--- src/rtl/seq_detect_stream.sv ---
// seq_detect_stream: serialises a parallel word MSB-first, counts pattern hits,
// and reports the per-word count over a valid/ready handshake.
module seq_detect_stream #(
  parameter int                 WIDTH   = 16,
  parameter int                 PAT_LEN = 4,
  parameter logic [PAT_LEN-1:0] PATTERN = 4'b1011,
  parameter bit                 OVERLAP = 1'b1,
  parameter int                 CNT_W   = 5
) (
  input  logic             clk,
  input  logic             rst,
  input  logic             in_valid,
  output logic             in_ready,
  input  logic [WIDTH-1:0] in_data,
  output logic             serial_bit,
  output logic             bit_valid,
  output logic             det_pulse,
  output logic             out_valid,
  input  logic             out_ready,
  output logic [CNT_W-1:0] out_count,
  output logic             out_odd
);

  localparam int IW = (WIDTH > 1) ? $clog2(WIDTH) : 1;
  localparam int FW = $clog2(PAT_LEN) + 1;
  localparam int HW = (PAT_LEN > 1) ? PAT_LEN - 1 : 1;

  localparam logic [IW-1:0] LAST = IW'(WIDTH - 1);
  localparam logic [FW-1:0] FULL = FW'(PAT_LEN - 1);

  typedef enum logic [1:0] {
    IDLE,
    SHIFT,
    REPORT
  } state_t;

  state_t           state;
  logic [WIDTH-1:0] shreg;
  logic [HW-1:0]    hist;
  logic [HW-1:0]    hist_nxt;
  logic [FW-1:0]    fill;
  logic [FW-1:0]    fill_inc;
  logic [IW-1:0]    idx;
  logic [CNT_W-1:0] count;
  logic [PAT_LEN-1:0] win;
  logic             sbit;

  assign sbit = shreg[WIDTH-1];

  // The window's newest bit is the one on the wire right now.
  generate
    if (PAT_LEN > 2) begin : g_long
      assign win      = {hist, sbit};
      assign hist_nxt = {hist[HW-2:0], sbit};
    end else if (PAT_LEN == 2) begin : g_two
      assign win      = {hist, sbit};
      assign hist_nxt = sbit;
    end else begin : g_one
      assign win      = sbit;
      assign hist_nxt = sbit;
    end
  endgenerate

  assign fill_inc = (fill == FULL) ? fill : fill + 1'b1;

  assign det_pulse  = bit_valid && (fill >= FULL) && (win == PATTERN);
  assign serial_bit = bit_valid & sbit;
  assign out_count  = count;
  assign out_odd    = count[0];

  always_ff @(posedge clk) begin
    if (rst) begin
      state     <= IDLE;
      shreg     <= '0;
      hist      <= '0;
      fill      <= '0;
      idx       <= '0;
      count     <= '0;
      in_ready  <= 1'b1;
      bit_valid <= 1'b0;
      out_valid <= 1'b0;
    end else begin
      unique case (state)
        IDLE: begin
          if (in_valid) begin
            shreg     <= in_data;
            hist      <= '0;
            fill      <= '0;
            idx       <= '0;
            count     <= '0;
            in_ready  <= 1'b0;
            bit_valid <= 1'b1;
            state     <= SHIFT;
          end
        end
        SHIFT: begin
          shreg <= shreg << 1;
          hist  <= hist_nxt;
          idx   <= idx + 1'b1;
          if (det_pulse) begin
            if (count != '1)
              count <= count + 1'b1;
            // Non-overlapping mode forgets the bits just consumed.
            fill <= OVERLAP ? fill_inc : '0;
          end else begin
            fill <= fill_inc;
          end
          if (idx == LAST) begin
            bit_valid <= 1'b0;
            out_valid <= 1'b1;
            state     <= REPORT;
          end
        end
        REPORT: begin
          if (out_ready) begin
            out_valid <= 1'b0;
            in_ready  <= 1'b1;
            state     <= IDLE;
          end
        end
        default: begin
          state <= IDLE;
        end
      endcase
    end
  end

endmodule

--- config.mk ---
export PLATFORM = sky130hd
export DESIGN_NAME = seq_detect_stream
export DESIGN_NICKNAME = d
export VERILOG_FILES = /design/src/rtl/seq_detect_stream.sv
export SDC_FILE = /design/constraint.sdc
export NUM_CORES = 1
export LEC_CHECK = 0
export BUFFER_PORTS_ARGS = -buffer_cell sky130_fd_sc_hd__buf_2
export CORE_MARGIN = 5
export CORE_UTILIZATION = 49
export CTS_CLUSTER_SIZE = 14
export DETAILED_ROUTE_END_ITERATION = 12
export MAX_ROUTING_LAYER = met4
export PLACE_DENSITY_LB_ADDON = 0.12
export SETUP_SLACK_MARGIN = 0.5
export SYNTH_ARGS = -nofsm -noshare
export SYNTH_HDL_FRONTEND = slang
export SYNTH_SLANG_ARGS = --single-unit
--- constraint.sdc ---
create_clock -name clk -period 1.76 [get_ports clk]
set_input_delay 0.176 -clock clk [delete_from_list [all_inputs] [get_ports clk]]
set_output_delay 0.176 -clock clk [all_outputs]
set_load 0.005 [all_outputs]
* After elaboration in Yosys (flattened, before gate mapping) *
Cells that the tools add are included.

operators by class
  bitwise operators = 1
  magnitude comparators = 1
  mux-type cells = 25
  equality and inequality tests = 12
  add/subtract/negate cells = 3
  reductions and logical operators = 13

operators by type and width
  cell                 count
  $pmux 16 s2          1
  $mux 16              1
  $mux 5               3
  $reduce_and 3->1     5
  $ne 2x2->1 const B   6
  $pmux 3 s2           2
  $pmux 5 s2           1
  $eq 4x4->1 const B   2
  $pmux 4 s2           1
  $mux 1               6
  $mux 2               3
  $mux 3               2
  $pmux 1 s2           3
  $pmux 2 s3           1
  $reduce_bool 2->1    3
  $add 5x1->5 const B  1
  $ne 5x5->1 const B   1
  $add 4x1->4 const B  1
  $mux 4               1
  $reduce_and 4->1     1
  $add 3x1->3 const B  1
  $eq 3x2->1 const B   1
  $ge 3x2->1 const B   1
  $eq 2x1->1 const B   1
  other kinds (5)      6

storage, ports and cells
  bits in registers = 36
  word-level logic and storage cells = 64
  output and inout port bits = 11
  bits of input ports = 20

* Depth between registers and ports, before layout *
  word-level depth = 5
  depth in mapped cells = 7
  mapped depth without buffers = 6

* Worst setup path before layout *
OpenSTA, ideal clock, no wires.

  path type = flip-flop to flip-flop
  from = register fill[0]
  to = register count[0], in the netlist out_count[0]
  buffers on the path = 0
  stages on the path, launching flop included = 7
  required time = 1.639 ns
  setup time = 0.121 ns
  period minus slack after synthesis = 1.736 ns
  path slack = 0.024 ns
  arrival = 1.615 ns
  cell sequence = dfxtp_1 ha_1 ha_1 a211o_1 and4b_4 and2_2 mux2_4

between the ends
  cells in the longest elaborated chain, start to end = 5

ends and longest elaborated chain
  element                            line  source
  from (decl)                        41    logic [FW-1:0] fill;
  from (signal assigned)             104   fill <= OVERLAP ? fill_inc : '0;
  from (signal assigned)             106   fill <= fill_inc;
  $ge 3x2->1                         66    assign det_pulse = bit_valid && (fill >= FULL) && (win == PATTERN);
  $logic_and 1x1->1 (2 in a row)     66
  $ne 2x2->1 (no source line)        --
  $reduce_and 4->1 (no source line)  --
  to (signal assigned)               102   count <= count + 1'b1;
  to (decl)                          44    logic [CNT_W-1:0] count;

Every way passes these cells.
A chain may end at the register's enable or synchronous reset.

* Final worst setup path *
  from = register fill[0]
  to = output det_pulse

between the ends
  cells in the longest elaborated chain, start to end = 3

ends and longest elaborated chain
  element                         line  source
  $ge 3x2->1                      66
  $logic_and 1x1->1 (2 in a row)  66
  to (decl)                       17    output logic det_pulse,

Every way passes these cells.

==> impl_metrics.env <==
export IMPL_io_pins=31
export IMPL_start_kind="flop"
export IMPL_async_reset_ff_share_pct=0
export IMPL_p_leak_nw=0.9995
export IMPL_die_w_um=67.99
export IMPL_grt_max_degree=25
export IMPL_grt_pass1_vias=1343
export IMPL_top_layer="met4"
export IMPL_nets=257
export IMPL_antenna_found_initial=0
export IMPL_finalHoldViolCount=0
export IMPL_slew_headroom_pct=67.79
export IMPL_core_region_area_um2=3284
export IMPL_die_area_um2=4623
export IMPL_fp_row_count=21
export IMPL_max_cap_viol_count=0
export IMPL_avgSynthCellArea_um2=8.812
export IMPL_drtPass1Iterations=4
export IMPL_p_sw_mw=0.5544
export IMPL_outcome="complete, no violations"
export IMPL_cts_hold_buffers=0
export IMPL_grt_use_total_pct=17.12
export IMPL_diodes=0
export IMPL_place_port_buffers=30
export IMPL_rsz0062_at_grt="true"
export IMPL_p_seq_share_pct=50.7
export IMPL_synthDistinctLibCells=42
export IMPL_grt_overflow=0
export IMPL_drc=0
export IMPL_synth_warnings=0
export IMPL_clk_pin_slew_ns=0.10
export IMPL_mappedNetlistArea_um2=1648
export IMPL_criticalPathCategory="flop to output port"
export IMPL_fin_worst_skew_ns=0.01067
export IMPL_ys_seq_area_share_pct=43.74
export IMPL_wire_per_inst_um=14.65
export IMPL_ant_nets=0
export IMPL_final_cells=278
export IMPL_area_delta_synth_final_pct=41.69
export IMPL_worstSkewPairLatency_ns=0.33
export IMPL_synth_most_common_cell="dfxtp_1"
export IMPL_power_frac_clock_pct=21.9
export IMPL_vias=1510
export IMPL_met3_length_um=228
export IMPL_placed_cells=255
export IMPL_fin_util_pct=71.09
export IMPL_met1_length_mm=1.823
export IMPL_synth_seq_cells=36
export IMPL_yosys_top_cells_count="dfxtp_1, nand2_1, nor2_1"
export IMPL_htree_levels=2
export IMPL_synth_cells=187
export IMPL_cp_required_ns=1.58
export IMPL_dr_first_iter_drc_count=106
export IMPL_drv_slew=0
export IMPL_cts_buffers=5
export IMPL_drive_above_1_share_pct=46.98
export IMPL_tightest_slew_ns=0.4810
export IMPL_numClockSinks=36
export IMPL_drt_vias_per_instance=5.432
export IMPL_min_path_type="input port to flop"
export IMPL_cts_buffer_depth=2
export IMPL_end_kind="output port"
export IMPL_synth_edf_count=0
export IMPL_power_density_nw_per_um2=789.9
export IMPL_met2_length_mm=1.964
export IMPL_cts_tree="built"
export IMPL_arrival_ns=1.51
export IMPL_setup_violations_final=0
export IMPL_vdd_drop_max_mv=0.6128
export IMPL_intPower_mw=1.290
export IMPL_place_gp_congestion=0.7816
export IMPL_syn_num_nets=212
export IMPL_min_period_ns=1.683
export IMPL_synth_top_area_share_pct=43.74
export IMPL_comb_power_share_pct=27.4
export IMPL_crit_fanout=2
export IMPL_synthFlopType="dfxtp_1"
export IMPL_die_y_um=67.99
export IMPL_fillCellCount=234
export IMPL_finalCritPeriodShare_pct=95.64
export IMPL_synth_largest_area_cell="dfxtp_1"
export IMPL_p_sw_share_pct=30.06
export IMPL_synth_area_leaders="dfxtp_1, a311oi_1, nand2_1, nor2_1, ha_1"
export IMPL_fin_tns_setup_ns=0
export IMPL_hpwlAfterDp_mm=2.447
export IMPL_grt_pass1_wl_mm=5.851
export IMPL_clockRootBuffer="clkbuf_4"
export IMPL_routed_wl_mm=4.072
export IMPL_fmax_mhz=594.1
export IMPL_start_util_pct=50.17
## what timing repair did
item / in CTS / in global routing
setup buffers: 6 / 6
pin swaps: 8 / 18
endpoints found under the setup margin: 28 / 27
cloned: 0 / 4
resized for setup: 14 / 41
## logic make-up after synthesis
kind of cell	count (synthesis)	share of synthesized area [%]
muxes	2	1.518
xor gates and xnor gates	2	1.063
adders and majority gates	5	3.797
buffers and inverters	17	6.226
and+or+nand+nor	83	23.31
DFF	36	43.74
AOI/OAI and AO/OA	42	20.35
## critical path, cell delays in order, from the launching register on
cell and delay [ns]:
dfxtp_2 0.35, ha_4 0.16, ha_4 0.15, a211o_1 0.25, and3_4 0.16, buf_6 0.11
## area by class of cell
| cell class | instances | area (um^2) | area share [%] |
|---|---|---|---|
| Multi-Input combinational cell | 134 | 1036 | 44.37 |
| Sequential cell | 36 | 738.2 | 31.62 |
| Clock buffer | 6 | 41.29 | 1.768 |
| Tap cell | 46 | 57.56 | 2.465 |
| Clock inverter | 1 | 5.005 | 0.2144 |
| Timing Repair Buffer | 52 | 445.4 | 19.08 |
| Inverter | 3 | 11.26 | 0.4823 |
## path summary, 6_finish.rpt
path | from | to | slack, ns | depth (start not counted)
hold reg to reg | out_valid | out_valid | 0.48 | 2
setup / recovery | fill[0] | det_pulse | 0.08 | 5
setup reg to reg | fill[0] | out_count[0] | 0.09 | 6
hold / removal | in_data[0] | shreg[0] | 0.09 | 3
## state kept, by name, summed over array words and instances (netlist names)
register	cells
bit_valid	1
fill	3
hist	3
idx	4
in_ready	1
out_count	5
out_valid	1
shreg	16
state	2
## layout by cell type (no fill, tap or decap), types with 2 or more instances in the layout
cell,count
a21oi_1,7
a22o_2,2
a22oi_1,6
a311oi_1,2
a311oi_2,13
and3_4,2
buf_12,3
buf_2,29
buf_4,8
buf_6,8
clkbuf_16,3
clkbuf_4,5
dfxtp_1,28
dfxtp_2,5
dfxtp_4,3
ha_4,4
inv_1,3
nand2_1,32
nand3_1,3
nor2_1,20
nor2_2,6
nor2_4,2
nor2b_1,3
nor3_1,2
o21ai_0,3
## per-stage QoR
stage	cell area (um^2)	total power, mW	worst slack [ns]	hold slack [ns]
2_1_floorplan	1695	1.154	0.1587	0.3243
3_3_place_gp	1857	1.220	0.1251	0.4301
3_5_place_dp	1857	1.231	0.05268	0.4365
4_1_cts	2034	1.674	0.02515	0.08845
5_1_grt	2335	1.949	0.01021	0.08228
6_report	2335	1.844	0.07674	0.09008
## power groups by stage
stage                     registers, mW  logic [mW]  clock network [mW]
final                             0.936       0.505               0.404
after global placement            0.940       0.280                   0
after detailed placement          0.944       0.287                   0
after floorplan                   0.928       0.226                   0
after CTS                         0.928       0.335               0.412
after global routing              0.945       0.545               0.459
## routing by layer
layer	global-route usage [%]	vias to the layer above
met1	20.20	714
li1	-	748
met5	-	-
met2	27.08	42
met4	6.203	0
met3	5.747	6
No activity file was read; power rests on OpenSTA's default activity.
